==> src/rtl/sub_pipe.sv <==
// Two-stage pipelined unsigned subtractor (x - y) with borrow and zero flags.
// Sklansky prefix carry network between stages; valid/ready on both sides.
module sub_pipe #(
  parameter int W = 6
) (
  input  logic         clk,
  input  logic         rst_n,
  input  logic         in_valid,
  output logic         in_ready,
  input  logic [W-1:0] x,
  input  logic [W-1:0] y,
  output logic         out_valid,
  input  logic         out_ready,
  output logic [W-1:0] d,
  output logic         bw,
  output logic         z
);

  localparam int L = $clog2(W);

  typedef struct packed {
    logic [W-1:0] g;
    logic [W-1:0] p;
    logic [W-1:0] h;
  } s1_t;

  logic         v1;
  logic         v2;
  logic         adv1;
  logic         adv2;
  s1_t          s1;
  logic [W-1:0] gl [L+1];
  logic [W-1:0] pl [L+1];
  logic [W-1:0] dn;
  logic         bwn;
  logic         zn;

  assign adv2      = ~v2 | out_ready;
  assign adv1      = ~v1 | adv2;
  assign in_ready  = adv1;
  assign out_valid = v2;

  always_ff @(posedge clk or negedge rst_n) begin
    if (!rst_n) begin
      v1 <= 1'b0;
      s1 <= '0;
    end else if (adv1) begin
      v1 <= in_valid;
      if (in_valid) begin
        s1.g <= x & ~y;
        s1.p <= x | ~y;
        s1.h <= x ^ ~y;
      end
    end
  end

  // Carry-in of 1 is folded into bit 0 before the prefix tree.
  always_comb begin
    for (int l = 0; l <= L; l++) begin
      gl[l] = '0;
      pl[l] = '0;
    end
    gl[0]    = s1.g;
    gl[0][0] = s1.g[0] | s1.p[0];
    pl[0]    = s1.p;
    for (int l = 0; l < L; l++) begin
      gl[l+1] = gl[l];
      pl[l+1] = pl[l];
      for (int i = 0; i < W; i++) begin
        if (((i >> l) & 1) != 0) begin
          gl[l+1][i] = gl[l][i]
                     | (pl[l][i] & gl[l][((i >> l) << l) - 1]);
          pl[l+1][i] = pl[l][i]
                     & pl[l][((i >> l) << l) - 1];
        end
      end
    end
  end

  assign dn  = s1.h ^ {gl[L][W-2:0], 1'b1};
  assign bwn = ~gl[L][W-1];
  assign zn  = (dn == '0);

  always_ff @(posedge clk or negedge rst_n) begin
    if (!rst_n) begin
      v2 <= 1'b0;
      d  <= '0;
      bw <= 1'b0;
      z  <= 1'b0;
    end else if (adv2) begin
      v2 <= v1;
      if (v1) begin
        d  <= dn;
        bw <= bwn;
        z  <= zn;
      end
    end
  end

endmodule
==> config.mk <==
export PLATFORM = sky130hd
export DESIGN_NAME = sub_pipe
export DESIGN_NICKNAME = d
export VERILOG_FILES = /design/src/rtl/sub_pipe.sv
export SDC_FILE = /design/constraint.sdc
export NUM_CORES = 1
export LEC_CHECK = 0
export ABC_AREA = 1
export CORE_MARGIN = 4
export CORE_UTILIZATION = 25
export DETAILED_ROUTE_END_ITERATION = 7
export SYNTH_ARGS = -nofsm -noshare
export SYNTH_HDL_FRONTEND = slang
export SYNTH_SLANG_ARGS = --single-unit
==> constraint.sdc <==
create_clock -name clk -period 1.2 [get_ports clk]
set_input_delay 0.24 -clock clk [delete_from_list [all_inputs] [get_ports clk]]
set_output_delay 0.24 -clock clk [all_outputs]
set_load 0.02 [all_outputs]
### After elaboration in Yosys (flattened, before gate mapping)

Index checks and enable logic that the tools add are counted.

| storage, ports and cells | value |
|---|---|
| bits of input ports | 16 |
| word-level logic and storage cells | 38 |
| output and inout port bits | 10 |
| flip-flop bits (word level) | 28 |

| operators by class | value |
|---|---|
| reduce and logical (&&, ||, !) cells | 3 |
| bitwise logic cells | 27 |

Operator list:

| operator | count |
|---|---|
| $xor A6 B6 Y6 | 2 |
| $or A1 B1 Y1 | 10 |
| $and A1 B1 Y1 | 9 |
| $and A6 B6 Y6 | 1 |
| $logic_not A6 Y1 | 1 |
| $not A6 Y6 | 1 |
| $or A6 B6 Y6 | 1 |
| $reduce_and A2 Y1 | 2 |
| $not A1 Y1 | 3 |

### Depth between registers and ports, before layout

| logic depth | value |
|---|---|
| word-level depth | 9 |
| gate-level depth with buffers | 10 |
| depth with buffers taken out | 10 |

### Worst setup path after synthesis

No wires, ideal clock.

| path | value |
|---|---|
| path kind | reg2reg |
| from | register v2, in the netlist out_valid |
| to | register s1, in the netlist gl[21] |
| arrival time | 1182 ps |
| buffers on the path | 0 |
| clock period less this slack | 1306 ps |
| slack | -106 ps |
| required time | 1075 ps |
| setup time | 125 ps |
| stages on the path, launching flop included | 4 |
| path through | dfrtp_1 -> nand3_2 -> nand2_2 -> mux2_2 |

| on the way | value |
|---|---|
| longest elaborated chain between the ends | 4 |

RTL lines:

| what | line | source |
|---|---|---|
| start, declared | 28 | `logic v2;` |
| start signal, assigned | 91 | `v2 <= v1;` |
| $not A1 Y1 | 38 | `assign adv2 = ~v2 \| out_ready;` |
| $or A1 B1 Y1 | 38 |  |
| $or A1 B1 Y1 | 39 | `assign adv1 = ~v1 \| adv2;` |
| net in_ready | 9 | `output logic in_ready,` |
| $reduce_and A2 Y1 (no source line) | - |  |
| end, declared | 31 | `s1_t s1;` |

The timed path passes the listed nets, and every way through them passes these cells.
A chain may end at the register's enable or synchronous reset.

### Worst setup path in the final report

| path | value |
|---|---|
| from | register s1, in the netlist pl[0] |
| to | register z |

| on the way | value |
|---|---|
| longest elaborated chain between the ends | 9 |
| elaborated cells on any way between the ends | 11 |
| classes of those cells | bitwise (10); reduce/logical (1) |

RTL lines:

| what | line | source |
|---|---|---|
| $or A1 B1 Y1 (*) | 64 | `gl[0][0] = s1.g[0] \| s1.p[0];` |
| $and A1 B1 Y1 | 72 | `\| (pl[l][i] & gl[l][((i >> l) << l) - 1]);` |
| $or A1 B1 Y1 | 72 |  |
| $and A1 B1 Y1 | 72 |  |
| $or A1 B1 Y1 | 72 |  |
| $and A1 B1 Y1 | 72 |  |
| $or A1 B1 Y1 | 72 |  |
| $xor A6 B6 Y6 (*) | 80 | `assign dn = s1.h ^ {gl[L][W-2:0], 1'b1};` |
| $logic_not A6 Y1 (*) | 82 | `assign zn = (dn == '0);` |
| end signal, assigned | 95 | `z <= zn;` |
| end, declared | 16 | `output logic z` |

Mark *: on every way between the ends. The rest lies on a longest branch, timed or not.

==> flow_summary.ini <==
[sta]
fmax_ghz = 0.7768
hold_ws_ns = 0.3260
drv_slew = 0
fin_ws_ns = -0.08740
clock_skew_ns = 0.005062
finalCriticalPeriod_ns = 1.287
finalHoldViolCount = 0
slew_headroom_pct = 85.21
setup_viol = 3
finalCritPeriodShare_pct = 107.3
rsz0062_at_grt = true
tns_ns = -0.1513
worst_pin_slew_ns = 0.2218

[layout]
fin_cells = 273
area_delta_synth_final_pct = 43.43
fillCellCount = 568
final_net_count = 232
n_antenna_cell = 0
drive_gt1_share_pct = 30.54

[global_routing]
grt_pass1_vias = 1100
grt_pass1_wl_mm = 4.781
grt_max_degree = 29
grt_overflow = 0
antenna_found_initial = 0
grtUsageTotal_pct = 8.060

[pwr]
powerDensity_nw_per_um2 = 1430
comb_power_share_pct = 35.3
ir_drop_mv = 0.5249
p_int_uw = 1890
seqPwrFrac_pct = 44.6
pwr-share-clk_pct = 20.1
p_sw_uw = 983.1
p_sw_share_pct = 34.22
total_leakage_power_uw = 0.001025

[worst_setup_path]
end_kind = flip-flop
slowest_stage = dfrtp_1
worst-path-buf-inv = 0
critPathTopFamily = simple AND/OR/NAND/NOR gates
path_class = reg -> reg
arrival_ns = 1.46
start_kind = flip-flop
max_stage_delay_ns = 0.43
worstPathCellList = o21ai_2, nand2_2, nand2_2, nand2_2, nand2_2, nand2_2, nand2_2, nand2_1, nand2_1, nand2_1
required_ns = 1.37
critPathMaxFanout = 4
crit_top_cell = nand2_2

[clock_network]
clkTransAtPathRegs_ns = 0.09
cts_buffers = 3
clkSinkCount = 28
cts-root-buf = clkbuf_8
holdBufCountCts = 0
cts_buffer_depth = 2
cts_htree_levels = 1
cts_tree = built
clock_latency_ns = 0.27

[synthesis]
ys.flop_type = dfrtp_1
yosysUniqueCellTypes = 17
synth.area.top_cells = dfrtp_1 50%, ha_1 11%, nand2_1 7.8%
synthTopCellsByCount = 29 x nand2_1, 28 x dfrtp_1, 24 x inv_1
synth-seq-cells = 28
synth_area_um2 = 1400
synth_top_area_share_pct = 50.04
synth_cells = 157
async_flop_share_pct = 100.0
synth-edff-count = 0
avgSynthCellArea_um2 = 8.918
synth_fp_nets = 185
ys_seq_area_share_pct = 50.04
yosysWarnings = 0
yosys.area.top_type = dfrtp_1
yosysMostFrequentCell = nand2_1

[route]
ant_nets = 0
dr.pass1.iters = 4
wl_per_cell_um = 10.03
via_count = 1111
drt_wl_total_mm = 2.739
drt_iter0_drc = 51
drc = 0
viasPerCell = 4.070

[die]
die_h_um = 82.84
initial_core_util_pct = 26.57
io_pins = 26
row_count = 26
core_area_um2 = 5270
die_w_um = 82.84
die_area_um2 = 6862

[status]
status = complete, but fails checks
violations = setup timing

[place]
placed_cells = 266
place.port_buffers = 25
place_congestion = 0.7623
hpwl_mm = 1.994

[run]
max-cap-violations = 0

[hold_path]
worstHoldPathType = in -> async
==> final timing paths <==
kind | startpoint | endpoint | slack (ns) | depth (start not counted)
worst max-delay path | pl[0] | z | -0.09 | 10
worst min-delay path | rst_n | pl[19] | 0.33 | 2
worst max register to register | pl[0] | z | -0.09 | 10
worst min register to register | z | z | 0.49 | 2
max in group asynchronous | rst_n | out_valid | 0.71 | 2
min in group clk | out_ready | v1 | 0.47 | 5
==> registers in the layout, summed over array words and instances, names as in the netlist <==
signal	flops
bw	1
d	6
gl	5
out_valid	1
pl	6
s1	7
v1	1
z	1
==> area by class of cell <==
type                            instances  area (µm²)  share of cell area, %
Tap cell                               70       87.58                  4.361
Clock buffer                            4       55.05                  2.741
Sequential cell                        28       701.9                  34.95
Multi-Input combinational cell        102       668.1                  33.27
Inverter                               24       93.84                  4.673
Timing Repair Buffer                   45       401.6                  20.00
==> logic make-up (layout without fill, tap and decap cells) <==
| logic type | count (synthesis) | in the layout | synth area share, % |
|---|---|---|---|
| flops | 28 | 28 | 50.04 |
| fa+ha+maj | 12 | 12 | 10.72 |
| simple gates | 65 | 65 | 20.73 |
| mux | 3 | 3 | 2.413 |
| buf+inv | 27 | 73 | 7.686 |
| compound gates | 22 | 22 | 8.401 |
==> per-layer routing <==
metal	global-route usage, %	vias up	share of wire [%]
met2	12.24	23	42
met3	2.376	6	4.6
met1	11.12	497	53
met5	0	-	0
li1	-	585	-
met4	2.229	0	1.1
==> metrics by stage <==
step / setup WS (ns) / power (µW) / area [µm²] / util [%]
3_3_place_gp: -0.4555 / 2279 / 1869 / 35.47
2_1_floorplan: 0.03470 / 1821 / 1409 / -
4_1_cts: -0.08531 / 2852 / 1956 / 37.11
6_report: -0.08740 / 2873 / 2008 / 38.11
5_1_grt: -0.1953 / 3072 / 2008 / 38.11
3_5_place_dp: -0.4524 / 2293 / 1869 / 35.47
==> placed cells by master, fill, tap and decap left out, types with 2 or more instances in the layout <==
cell type | Yosys | routed
nand2_1 | 29 | 29
nor2_2 | 1 | 8
nand2_2 | 9 | 7
ha_1 | 12 | 12
nand3_1 | 6 | 5
buf_12 | 0 | 2
a21oi_1 | 10 | 10
clkdlybuf4s50_1 | 0 | 14
o21ai_0 | 8 | 6
a31oi_1 | 3 | 3
nor2_1 | 18 | 10
buf_6 | 0 | 3
nand2_8 | 0 | 2
buf_2 | 2 | 3
o21ai_1 | 0 | 2
clkbuf_2 | 0 | 5
mux2_4 | 0 | 3
clkbuf_8 | 0 | 4
buf_4 | 1 | 15
dfrtp_1 | 28 | 27
inv_1 | 24 | 22
==> worst register-to-register path, cell delays in order (launching register included) <==
cell and delay (ns):
dfrtp_1 0.43, o21ai_2 0.20, nand2_2 0.09, nand2_2 0.08, nand2_2 0.06, nand2_2 0.08, nand2_2 0.06, nand2_2 0.06
nand2_1 0.05, nand2_1 0.06, nand2_1 0.04
==> power by group through the flow <==
stage                     Clock [µW]  Sequential (µW)  Combinational [µW]
after floorplan                    0             1400                 421
after global placement             0             1290                 985
after detailed placement           0             1300                 995
after CTS                        587             1280                 985
after global routing             632             1310                1130
final                            576             1280                1010
==> timing repair <==
item / CTS / global route
setup endpoints to repair: 32 / 29
pin swaps: 4 / 7
setup buffers: 1 / 2
resized for setup: 35 / 30
Note: power is estimated with default switching activity, not from simulation.
